### src/rtl/pipe_ctrl.sv
// Five-stage pipeline hold/bubble/flush sequencer: load-use interlock, multi-cycle EX hold, MEM exception flush.
// Controls are combinational in the cycle of the cause; FSM, counter and stall_cycles register on clk.
// No handshake of its own: it produces the hold enables the pipeline obeys, and flush overrides every stall.
module pipe_ctrl #(
    parameter int CNT_W = 6
) (
    input  logic             clk,
    input  logic             rst,
    input  logic [4:0]       id_rs_addr,
    input  logic [4:0]       id_rt_addr,
    input  logic             id_rs_read,
    input  logic             id_rt_read,
    input  logic [4:0]       ex_w_reg_addr,
    input  logic             ex_wd,
    input  logic             ex_is_load,
    input  logic             ex_multi_req,
    input  logic [CNT_W-1:0] ex_multi_cycles,
    input  logic             excp_flush,
    output logic [4:0]       stall,
    output logic             id_ex_bubble,
    output logic             ex_mem_bubble,
    output logic             flush,
    output logic             ex_multi_done,
    output logic [31:0]      stall_cycles
);

    typedef enum logic [1:0] {
        IDLE = 2'd0,
        BUSY = 2'd1,
        DONE = 2'd2
    } state_t;

    state_t           state_q, state_d;
    logic [CNT_W-1:0] cnt_q, cnt_d;
    logic [31:0]      stall_cycles_q;
    logic             load_use;
    logic             multi_stall;

    assign load_use = ex_is_load && ex_wd && (ex_w_reg_addr != 5'd0) &&
                      ((id_rs_read && (id_rs_addr == ex_w_reg_addr)) ||
                       (id_rt_read && (id_rt_addr == ex_w_reg_addr)));

    always_comb begin
        state_d       = state_q;
        cnt_d         = cnt_q;
        multi_stall   = 1'b0;
        stall         = 5'b00000;
        id_ex_bubble  = 1'b0;
        ex_mem_bubble = 1'b0;
        flush         = 1'b0;
        ex_multi_done = 1'b0;

        if (excp_flush) begin
            flush   = 1'b1;
            state_d = IDLE;
            cnt_d   = '0;
        end else begin
            case (state_q)
                IDLE: begin
                    if (ex_multi_req) begin
                        if (ex_multi_cycles <= CNT_W'(1)) begin
                            ex_multi_done = 1'b1;
                        end else if (ex_multi_cycles == CNT_W'(2)) begin
                            multi_stall = 1'b1;
                            state_d     = DONE;
                        end else begin
                            // Entry cycle and the final DONE cycle are not counted by cnt.
                            multi_stall = 1'b1;
                            cnt_d       = ex_multi_cycles - CNT_W'(3);
                            state_d     = BUSY;
                        end
                    end
                end
                BUSY: begin
                    multi_stall = 1'b1;
                    if (cnt_q == '0) begin
                        state_d = DONE;
                    end else begin
                        cnt_d = cnt_q - CNT_W'(1);
                    end
                end
                DONE: begin
                    ex_multi_done = 1'b1;
                    state_d       = IDLE;
                end
                default: begin
                    state_d = IDLE;
                    cnt_d   = '0;
                end
            endcase

            if (multi_stall) begin
                stall         = 5'b00111;
                ex_mem_bubble = 1'b1;
            end else if (load_use) begin
                stall        = 5'b00011;
                id_ex_bubble = 1'b1;
            end
        end
    end

    always_ff @(posedge clk or negedge rst) begin
        if (!rst) begin
            state_q        <= IDLE;
            cnt_q          <= '0;
            stall_cycles_q <= 32'd0;
        end else begin
            state_q <= state_d;
            cnt_q   <= cnt_d;
            if (stall[0] && !flush && (stall_cycles_q != 32'hFFFF_FFFF)) begin
                stall_cycles_q <= stall_cycles_q + 32'd1;
            end
        end
    end

    assign stall_cycles = stall_cycles_q;

endmodule

### config.mk
export PLATFORM = sky130hd
export DESIGN_NAME = pipe_ctrl
export DESIGN_NICKNAME = d
export VERILOG_FILES = /design/src/rtl/pipe_ctrl.sv
export SDC_FILE = /design/constraint.sdc
export NUM_CORES = 1
export LEC_CHECK = 0
export CORE_AREA = 2 2 77 79
export DETAILED_ROUTE_END_ITERATION = 8
export DIE_AREA = 0 0 79 81
export PLACE_DENSITY_LB_ADDON = 0.25
export SLEW_MARGIN = 20
export SYNTH_ARGS = -nofsm -noshare
export SYNTH_HDL_FRONTEND = slang
export SYNTH_SLANG_ARGS = --single-unit
### constraint.sdc
create_clock -name clk -period 4.3 [get_ports clk]
set_input_delay 0.86 -clock clk [delete_from_list [all_inputs] [get_ports clk]]
set_output_delay 0.86 -clock clk [all_outputs]
set_load 0.02 [all_outputs]
==> impl_metrics.csv <==
group,metric,value,unit
pwr,p_int,724,uW
pwr,seqPwrFrac,0.437,
layout,multi_input_area,1350,sq um
layout,antenna_cells,0,
route,post_drt_wl_per_cell,13.7,um
layout,seqCellArea,1000,sq um
synthesis,synth_edf_count,0,
route,drt_iter0_markers,83,
pwr,clkPwrFrac,0.231,
worst_hold_path,hp-class,"flip-flop to flip-flop",
route,avgViaCountPerCell,5.14,
pwr,p_sw,380,uW
sta,max_slew_margin,0.244,
synthesis,ys_types,49,
pwr,combPwrFrac,0.332,
grt,gr-total-overflow,0,
die,die-width,79,um
layout,syn_to_final_growth,32.3,%
sta,worst_pin_slew,1.12,ns
worst_setup_path,cp.required,3.44,ns
grt,grt_usage,0.179,
sta,skew,0.00446,ns
clock_network,postCtsSetupRepairBufs,0,
clock_network,clockBufferDepth,2,
sta,timing.fmax,246,MHz
placed_design,dpl.hpwl,3.92,mm
synthesis,ys_async_sr_fraction,1.00,
worst_setup_path,cp-start-kind,"input pin",
route,wl,5.40,mm
route,ant_nets,0,
route,drt_first_pass_iters,4,
die,ios,70,
sta,report.final.slew_viol_count,0,
synthesis,ys_warn_count,0,
synthesis,yosysSeqAreaShare,0.409,
clock_network,clock-sinks,40,
clock_network,cts_resized,0,
clock_network,clkTransAtPathRegs,0.07,ns
layout,nFillCells,524,
sta,fin_crit_sh,0.946,
route,via_count,2030,
grt,grt_pass1_wl,9.23,mm
layout,nNetsFinal,355,
synthesis,synth_seq_cells,40,
pwr,leakage,0.00129,uW
worst_setup_path,reg2reg_slack,1.82,ns
synthesis,yosys_most_used_dff,"dfrtp_1",
outcome,status,"finished, final reports clean",
die,rows,28,
clock_network,cts_root_buf,"clkbuf_8",
pwr,p_per_area,341,nW/um^2
pwr,total_power,1100,uW
synthesis,synth_area_per_cell,9.68,sq um
sta,hold_violations,0,
grt,grt_pass1_vias,2029,
worst_hold_path,min_path_cells,1,
placed_design,gp_congestion,0.791,
worst_setup_path,critPathMaxFanout,4,
sta,tns,0,ns
clock_network,numCtsBuffers,5,
synthesis,syn_inst,253,
pwr,peakVddDrop,303,uV
die,initial_core_util,0.431,
worst_setup_path,endpoint_kind,"primary output",
layout,layout-drive-gt1-share,0.0938,
clock_network,htreeDepth,2,
clock_network,insertion_delay,0.29,ns
grt,grt_max_degree,41,
sta,hold_ws,0.491,ns
route,drc_errors,0,
sta,setup_violations,0,
worst_setup_path,r2r_cells,9,
sta,rsz0062_at_grt,"no",
die,die_area,6400,sq um
clock_network,holdBufCountCts,0,
sta,period_needed,4.07,ns
synthesis,syn_area,2450,sq um
worst_setup_path,worstSetupPathType,"input pin to primary output",
run,maxCapViolCount,0,
clock_network,tritoncts,"built",
placed_design,port_buffers,67,
worst_setup_path,arrival,3.21,ns
pwr,switching_share,0.345,
die,core,5680,sq um
die,fp.dieH,81,um
grt,grt_antenna_before_repair,0,
power groups by stage:
| stage | Sequential [uW] | Combinational, uW | Clock (uW) |
|---|---|---|---|
| 3_3_place_gp | 489 | 362 | 0 |
| 3_5_place_dp | 489 | 369 | 0 |
| 5_1_grt | 493 | 410 | 281 |
| 6_report | 483 | 366 | 255 |
| 4_1_cts | 483 | 370 | 268 |
| 2_1_floorplan | 514 | 197 | 0 |
logic make-up after synthesis:
logic type | share of synthesized area
and+or+nand+nor | 0.251
other | 0.00153
AOI/OAI and AO/OA | 0.0981
muxes | 0.00460
DFF | 0.409
xor gates and xnor gates | 0.157
buffers and inverters | 0.0429
adders and majority gates | 0.0358
state kept, by name (all words and copies together), names as in the netlist:
| signal | count |
|---|---|
| cnt_q | 6 |
| stall_cycles | 32 |
| state_q | 2 |
Yosys cell counts, types with 2 or more instances:
master / count / share of area
a211oi_1: 2 / 0.0061
xor2_1: 5 / 0.018
nand3_1: 11 / 0.022
dfrtp_1: 40 / 0.41
a22oi_1: 4 / 0.012
nor3_2: 2 / 0.0082
clkbuf_1: 3 / 0.0046
a21oi_1: 8 / 0.016
buf_6: 2 / 0.0092
nand2_1: 24 / 0.037
and3_1: 9 / 0.023
nor2_2: 2 / 0.0051
o21ai_1: 3 / 0.0061
and2_1: 2 / 0.0051
a2111oi_0: 2 / 0.0072
ha_1: 7 / 0.036
nand2_2: 2 / 0.0051
xnor2_1: 39 / 0.14
or3_1: 2 / 0.0051
nor3_4: 2 / 0.013
or3_4: 2 / 0.0092
inv_1: 8 / 0.012
nor3_1: 7 / 0.014
nand4_1: 12 / 0.031
nor2_1: 17 / 0.026
nand3_2: 3 / 0.012
buf_4: 5 / 0.015
o21ai_0: 7 / 0.014
cell type report:
cell class / count / area share
inverters: 9 / 0.0104
multi-input cells: 195 / 0.415
well taps: 75 / 0.0290
clock inverters: 2 / 0.00309
flip-flops and latches: 40 / 0.309
clock buffers: 6 / 0.0255
repair buffers: 68 / 0.208
layer usage:
layer | GRT usage | part of all wire
met1 | 0.239 | 0.47
met2 | 0.286 | 0.45
met3 | 0.0500 | 0.070
met4 | 0.0534 | 0.010
met5 | 0 | 0
worst paths after layout:
check / from / end
worst max-delay path: ex_multi_cycles[0] / stall[1]
worst min-delay path: stall_cycles[16] / stall_cycles[16]
worst max register to register: cnt_q[0] / cnt_q[3]
worst min register to register: stall_cycles[16] / stall_cycles[16]
max in group asynchronous: rst / stall_cycles[11]
min in group asynchronous: rst / cnt_q[4]
metrics by stage:
stage / cell area (sq um) / std cells / util / setup slack (ns)
CTS: 3240 / 395 / 0.571 / 0.248
global placement: 3150 / 387 / 0.555 / 0.346
finish: 3240 / 395 / 0.571 / 0.234
floorplan: 2450 / 254 / - / 1.14
detailed placement: 3150 / 387 / 0.555 / 0.268
global route: 3240 / 395 / 0.571 / 0.120
worst max-delay path, cell delays in order:
cell and delay (ns):
clkdlybuf4s50_1 0.55, inv_1 0.11, ha_1 0.22, nor2_1 0.18, o21ai_2 0.09, a211oi_2 0.40, a21oi_4 0.09, inv_1 0.09
clkdlybuf4s50_1 0.60
cells in the final DEF, fill, tap and decap left out, drive strengths merged, types with 4 or more instances in the layout:
cell,netlist,final
nand3,14,14
xnor2,39,39
inv,9,9
and3,9,9
a22oi,4,4
nor2,19,19
nor3,11,11
clkdlybuf4s50,0,66
o21ai,11,11
xor2,5,5
or3,4,4
dfrtp,40,40
ha,7,7
clkbuf,3,6
nand2,26,26
nand4,12,12
a21oi,9,9
Power figures use the tool's default switching activity.
